[src/rtl/gray_wptr_full.sv]
// gray_wptr_full: async FIFO write-side Gray pointer and full flag; ports clk_i rst_i push_i rgray_sync_i -> waddr_o wen_o wgray_o full_o (+almost_full_o when WPTR_ALMOST_FULL_EN)
module gray_wptr_full #(
  parameter int ADDR_WIDTH = 3,
  parameter int AF_THRESH = 2**ADDR_WIDTH-1
) (
  input  logic                  clk_i,
  input  logic                  rst_i,
  input  logic                  push_i,
  input  logic [ADDR_WIDTH:0]   rgray_sync_i,
  output logic [ADDR_WIDTH-1:0] waddr_o,
  output logic                  wen_o,
  output logic [ADDR_WIDTH:0]   wgray_o,
  output logic                  full_o
`ifdef WPTR_ALMOST_FULL_EN
  ,
  output logic                  almost_full_o
`endif
);
  localparam logic [ADDR_WIDTH:0] flip = (ADDR_WIDTH+1)'(3) << (ADDR_WIDTH-1);
  logic [ADDR_WIDTH:0] wbin, wbin_next, wgray_next;
  if (AF_THRESH < 1 || AF_THRESH > 2**ADDR_WIDTH) begin : g_bad_thresh
    $error("AF_THRESH out of range");
  end
  assign wen_o = push_i & ~full_o;
  assign wbin_next = wbin + (ADDR_WIDTH+1)'(wen_o);
  assign wgray_next = wbin_next ^ (wbin_next >> 1);
  assign waddr_o = wbin[ADDR_WIDTH-1:0];
  always_ff @(posedge clk_i) begin
    if (rst_i) begin
      wbin <= '0;
      wgray_o <= '0;
      full_o <= 1'b0;
    end else begin
      wbin <= wbin_next;
      wgray_o <= wgray_next;
      full_o <= wgray_next == (rgray_sync_i ^ flip);
    end
  end
`ifdef WPTR_ALMOST_FULL_EN
  localparam logic [ADDR_WIDTH:0] af_thr = (ADDR_WIDTH+1)'(AF_THRESH);
  logic [ADDR_WIDTH:0] rbin, level;
  always_comb begin
    rbin = '0;
    for (int i = 0; i <= ADDR_WIDTH; i++) rbin[i] = ^(rgray_sync_i >> i);
  end
  assign level = wbin_next - rbin;
  always_ff @(posedge clk_i) almost_full_o <= rst_i ? 1'b0 : level >= af_thr;
`endif
endmodule

[config.mk]
export PLATFORM = sky130hd
export DESIGN_NAME = gray_wptr_full
export DESIGN_NICKNAME = d
export VERILOG_FILES = /design/src/rtl/gray_wptr_full.sv
export SDC_FILE = /design/constraint.sdc
export NUM_CORES = 1
export LEC_CHECK = 0
export BUFFER_PORTS_ARGS = -buffer_cell sky130_fd_sc_hd__buf_2
export CORE_AREA = 2 2 39 41
export CTS_CLUSTER_DIAMETER = 80
export DETAILED_ROUTE_END_ITERATION = 10
export DIE_AREA = 0 0 41 43
export HOLD_SLACK_MARGIN = 0.15
export SLEW_MARGIN = 20
export SYNTH_ARGS = -nofsm -noshare
export SYNTH_HDL_FRONTEND = slang
export SYNTH_SLANG_ARGS = --single-unit
[constraint.sdc]
create_clock -name clk_i -period 2.8 [get_ports clk_i]
set_input_delay 0.28 -clock clk_i [delete_from_list [all_inputs] [get_ports clk_i]]
set_output_delay 0.28 -clock clk_i [all_outputs]
set_load 0.01 [all_outputs]
# Word level (Yosys, flattened, before mapping)
# Index checks and enable logic that the tools add are counted.
dict set report totals {
  ramBits 0
  out_inout_bits 9
  memories 0
  inputBits 7
  regBits 9
  latch_bits 0
  romBits 0
}
dict set report classes {
  n_reduce_logical 0
  n_addsub 1
  mul 0
  n_shift 0
  eq_ne 1
  n_div 0
  bitwise 4
  mux 0
  n_lt_le_gt_ge 0
}
# operator n
set ops {}
lappend ops {{$add A4 B1 Y4} 1}
lappend ops {{$eq A4 B4 Y1} 1}
lappend ops {{$xor A4 B3 Y4} 1}
lappend ops {{$not A2 Y2} 1}
lappend ops {{$and A1 B1 Y1} 1}
lappend ops {{$not A1 Y1} 1}

# Logic depth before layout (Yosys ltp)
dict set report depth {
  word_depth 5
  depth_mapped 6
  depth_no_buf 6
}

# Least setup slack after synthesis
# OpenSTA, ideal clock, no wires.
dict set report synth_path {
  kind {register to register}
  from {register full_o}
  to {register full_o}
  stages_incl_launch_ff 7
  n_path_buf 0
  arrival_time_ns 1.771
  slack_ns 0.937
  path_cell_list {dfxtp_1 nor2b_1 ha_1 ha_1 xnor3_1 xnor2_1 nor4_1}
}
dict set report synth_via {
  elab_chain_cells 5
}
# element line
set synth_rtl {}
lappend synth_rtl {{start: declaration} 13} ;# output logic full_o
lappend synth_rtl {{start signal: assignment} 36} ;# full_o <= wgray_next == (rgray_sync_i ^ flip);
lappend synth_rtl {{$not A1 Y1} 24} ;# assign wen_o = push_i & ~full_o;
lappend synth_rtl {{$and A1 B1 Y1} 24}
lappend synth_rtl {{named net wen_o} 11} ;# output logic wen_o,
lappend synth_rtl {{$add A4 B1 Y4} 25} ;# assign wbin_next = wbin + (ADDR_WIDTH+1)'(wen_o);
lappend synth_rtl {{$xor A4 B3 Y4} 26} ;# assign wgray_next = wbin_next ^ (wbin_next >> 1);
lappend synth_rtl {{$eq A4 B4 Y1} 36}
# The timed path passes the listed nets, and every way through them passes these cells.
# A chain may end at the register's enable or synchronous reset.

# Final worst setup path
dict set report layout_path {
  from {register full_o}
  to {register full_o}
}
dict set report layout_via {
  elab_chain_cells 5
}
# element line
set layout_rtl {}
lappend layout_rtl {{$not A1 Y1} 24}
lappend layout_rtl {{$and A1 B1 Y1} 24}
lappend layout_rtl {{$add A4 B1 Y4} 25}
lappend layout_rtl {{$xor A4 B3 Y4} 26}
lappend layout_rtl {{$eq A4 B4 Y1} 36}
# Every way passes these cells.

==> metrics.md <==
| Metric | Value |
|---|---|
| Status | `finished clean` |
| DRT iter0 DRCs | `2` |
| Final setup violation count | `0` |
| Max Fanout on Critical Path | `3` |
| Static Leak | `0.250 nW` |
| Syn_area_per_cell | `11.8 um^2` |
| Number of global-route vias before repair | `255` |
| Setup Buffers After CTS | `0` |
| Post-synth cell types | `11` |
| Pre-Repair DR Iteration Count | `2` |
| Critical Path, Cell by Cell | `nor2b_1 -> ha_1 -> ha_1 -> xnor3_1 -> xnor2_1 -> nor4_1` |
| Crit path buf inv count | `0` |
| Post-synthesis mux area share | `0%` |
| Max-cap violation count | `0` |
| Compound-gate portion of the synthesized area | `2.89%` |
| Final slew viol count | `0` |
| FP Rows | `14` |
| Synthesized area | `389 um^2` |
| Seq/Total Area, Yosys | `41.2%` |
| Drt drc | `0` |
| YS warnings | `0` |
| R2R Setup Slk | `1030 ps` |
| CTS Hold Bufs | `0` |
| Synth Net Count | `42` |
| TritonCTS buffer count | `3` |
| Worst Skew | `1.54 ps` |
| Area leader, netlist | `dfxtp_1` |
| Area contributors post-synth | `dfxtp_1, xnor3_1, xnor2_1` |
| Worst vdd ir | `0.122 mV` |
| Top cell type's share of synthesized area | `41.2%` |
| Clock root buffer | `clkbuf_4` |
| Crit. End Element | `flop` |
| ANT nets after route | `0` |
| Avg WL per Cell | `10.3 um` |
| CTS tree | `done` |
| Clock Latency Late Sink | `250 ps` |
| Core area | `0.00138 mm^2` |
| Total number of vias | `283` |
| # diodes | `0` |
| Initial core utilization | `28.1%` |
| Largest net degree at the start of global routing | `9` |
| Crit path kind | `flop to flop` |
| Die X | `41 um` |
| R2r startpoint | `full_o$_SDFF_PP0_` |
| Number of I/O port buffers | `15` |
| I/O Pins | `16` |
| Post-synthesis xor/xnor area fraction | `35.4%` |
| Die area | `0.00176 mm^2` |
| Fin nets | `62` |
| Flops & latches, synth | `8` |
| Overall Global Routing Usage | `9.98%` |
| H-tree Lvls | `1` |
| PostCTS Resize Cnt | `0` |
| Dpl cell area | `484 um^2` |
| Power consumption | `289 uW` |
| Most frequent CP cell | `ha_1` |
| Fraction of layout cells with a size suffix above 1 | `37.3%` |
| Register area | `160 um^2` |
| Worst Path Required | `2960 ps` |
| Reg-to-Reg End | `full_o$_SDFF_PP0_` |
| CP top delay family | `XOR/XNOR gates` |
| Setup TNS | `0 ps` |
| Final hold vios | `0` |
| Slew headroom | `84.0%` |
| Slowest stage delay, CP | `450 ps` |
| Hold Path Class | `input pin to flop` |
| Die Y | `43 um` |
| Area share of fa/ha/maj cells after synthesis | `6.43%` |
| Worst slew pin tran | `239 ps` |
| First-pass GRT wire length | `1100 um` |
| Period utilization | `63.4%` |
| Max Fclk | `0.563 GHz` |
| Critical path startpoint category | `flop` |
| Footprint of the multi-input gates | `229 um^2` |
| GPL Wtd Cong | `0.663` |
| Worst-path cell with the longest stage delay | `xnor3_1` |
| Post-Synthesis Cells | `33` |
| Fill cell count | `144` |
| Antenna violations before repair | `0` |
| Clk buf depth | `2` |
| Hold wc startpoint | `rst_i` |
| Post-route insts no fill | `67` |
| Crit path DAT | `1940 ps` |
| Sink Count | `8` |
| Min Tclk post-route | `1770 ps` |
| Placed Cells | `64` |
| Hold depth | `2` |
| Cell area after layout | `507 um^2` |
| Total gr overflow | `0` |
| Hold EP | `wgray_o[2]$_SDFF_PP0_` |
| Unrepaired setup endpoints after global routing | `false` |
| R2R cell count | `6` |
| Via/cell ratio | `4.22` |
| Area Overhead vs Synth | `30.2%` |
| Simple-gate portion of the synthesized area | `14.1%` |
| P per Cell Area | `571 mW/mm^2` |
| Final WL | `689 um` |
| Clk slew on worst S/H paths | `50 ps` |
| Largest family of logic cells by synthesized area | `XOR/XNOR gates` |
metal layers:
layer / wire (um) / vias up / track usage, %
li1: - / 145 / -
met1: 295 / 126 / 11.7
met2: 341 / 10 / 13.1
met3: 43 / 2 / 3.14
met4: 8 / 0 / 10.0
met5: 0 / - / 0
worst max-delay path by stage:
stage | start | endpoint | slack (ps) | depth (start not counted)
3_3_place_gp | push_i | full_o$_SDFF_PP0_ | 950 | 7
3_5_place_dp | push_i | full_o$_SDFF_PP0_ | 940 | 7
5_1_grt | full_o$_SDFF_PP0_ | full_o$_SDFF_PP0_ | 760 | 6
4_1_cts | full_o$_SDFF_PP0_ | full_o$_SDFF_PP0_ | 1000 | 6
6_report | full_o$_SDFF_PP0_ | full_o$_SDFF_PP0_ | 1030 | 6
2_1_floorplan | full_o$_SDFF_PP0_ | full_o$_SDFF_PP0_ | 940 | 6
placed cells by master, fill, tap and decap left out:
cell type	synthesis	routed
a21boi_2	1	1
nor2_1	5	5
dfxtp_1	8	8
ha_1	2	2
xnor3_1	3	3
buf_2	0	15
nand3_1	1	1
nand2b_1	1	1
nor2b_1	3	3
clkbuf_4	0	3
xnor2_1	6	6
nor4_1	1	1
xor2_1	2	2
per-stage QoR:
stage,worst slack [ps],hold slack (ps),utilization [%]
after floorplan,937,352,-
after global placement,953,562,35.0
after detailed placement,940,566,35.0
after CTS,997,295,36.6
after global routing,758,299,36.6
final,1030,298,36.6
cells in the mapped netlist:
master and instances:
nor2b_1 3, ha_1 2, nand2b_1 1, xor2_1 2, a21boi_2 1, xnor2_1 6
xnor3_1 3, nor4_1 1, dfxtp_1 8, nand3_1 1, nor2_1 5
sequential cells by signal (all words and copies together), names as in the netlist:
name,cells
wgray_o,4
wbin,3
full_o,1
cell type report:
class                   instances  area share (%)
clock buffers                   3            4.44
well taps                      16            3.95
multi-input cells              25            45.2
repair buffers                 15            14.8
flip-flops and latches          8            31.6
power breakdown:
group | leakage (nW) | internal, mW | switching [mW]
Combinational | 0.171 | 0.0424 | 0.0306
Clock | 0.0138 | 0.0491 | 0.0391
Sequential | 0.0653 | 0.124 | 0.00445
logic make-up after synthesis:
kind of cell    count (synthesis)
simple gates                   11
fa+ha+maj                       2
flops                           8
xor+xnor                       11
compound gates                  1
(Power assumes the default switching activity.)
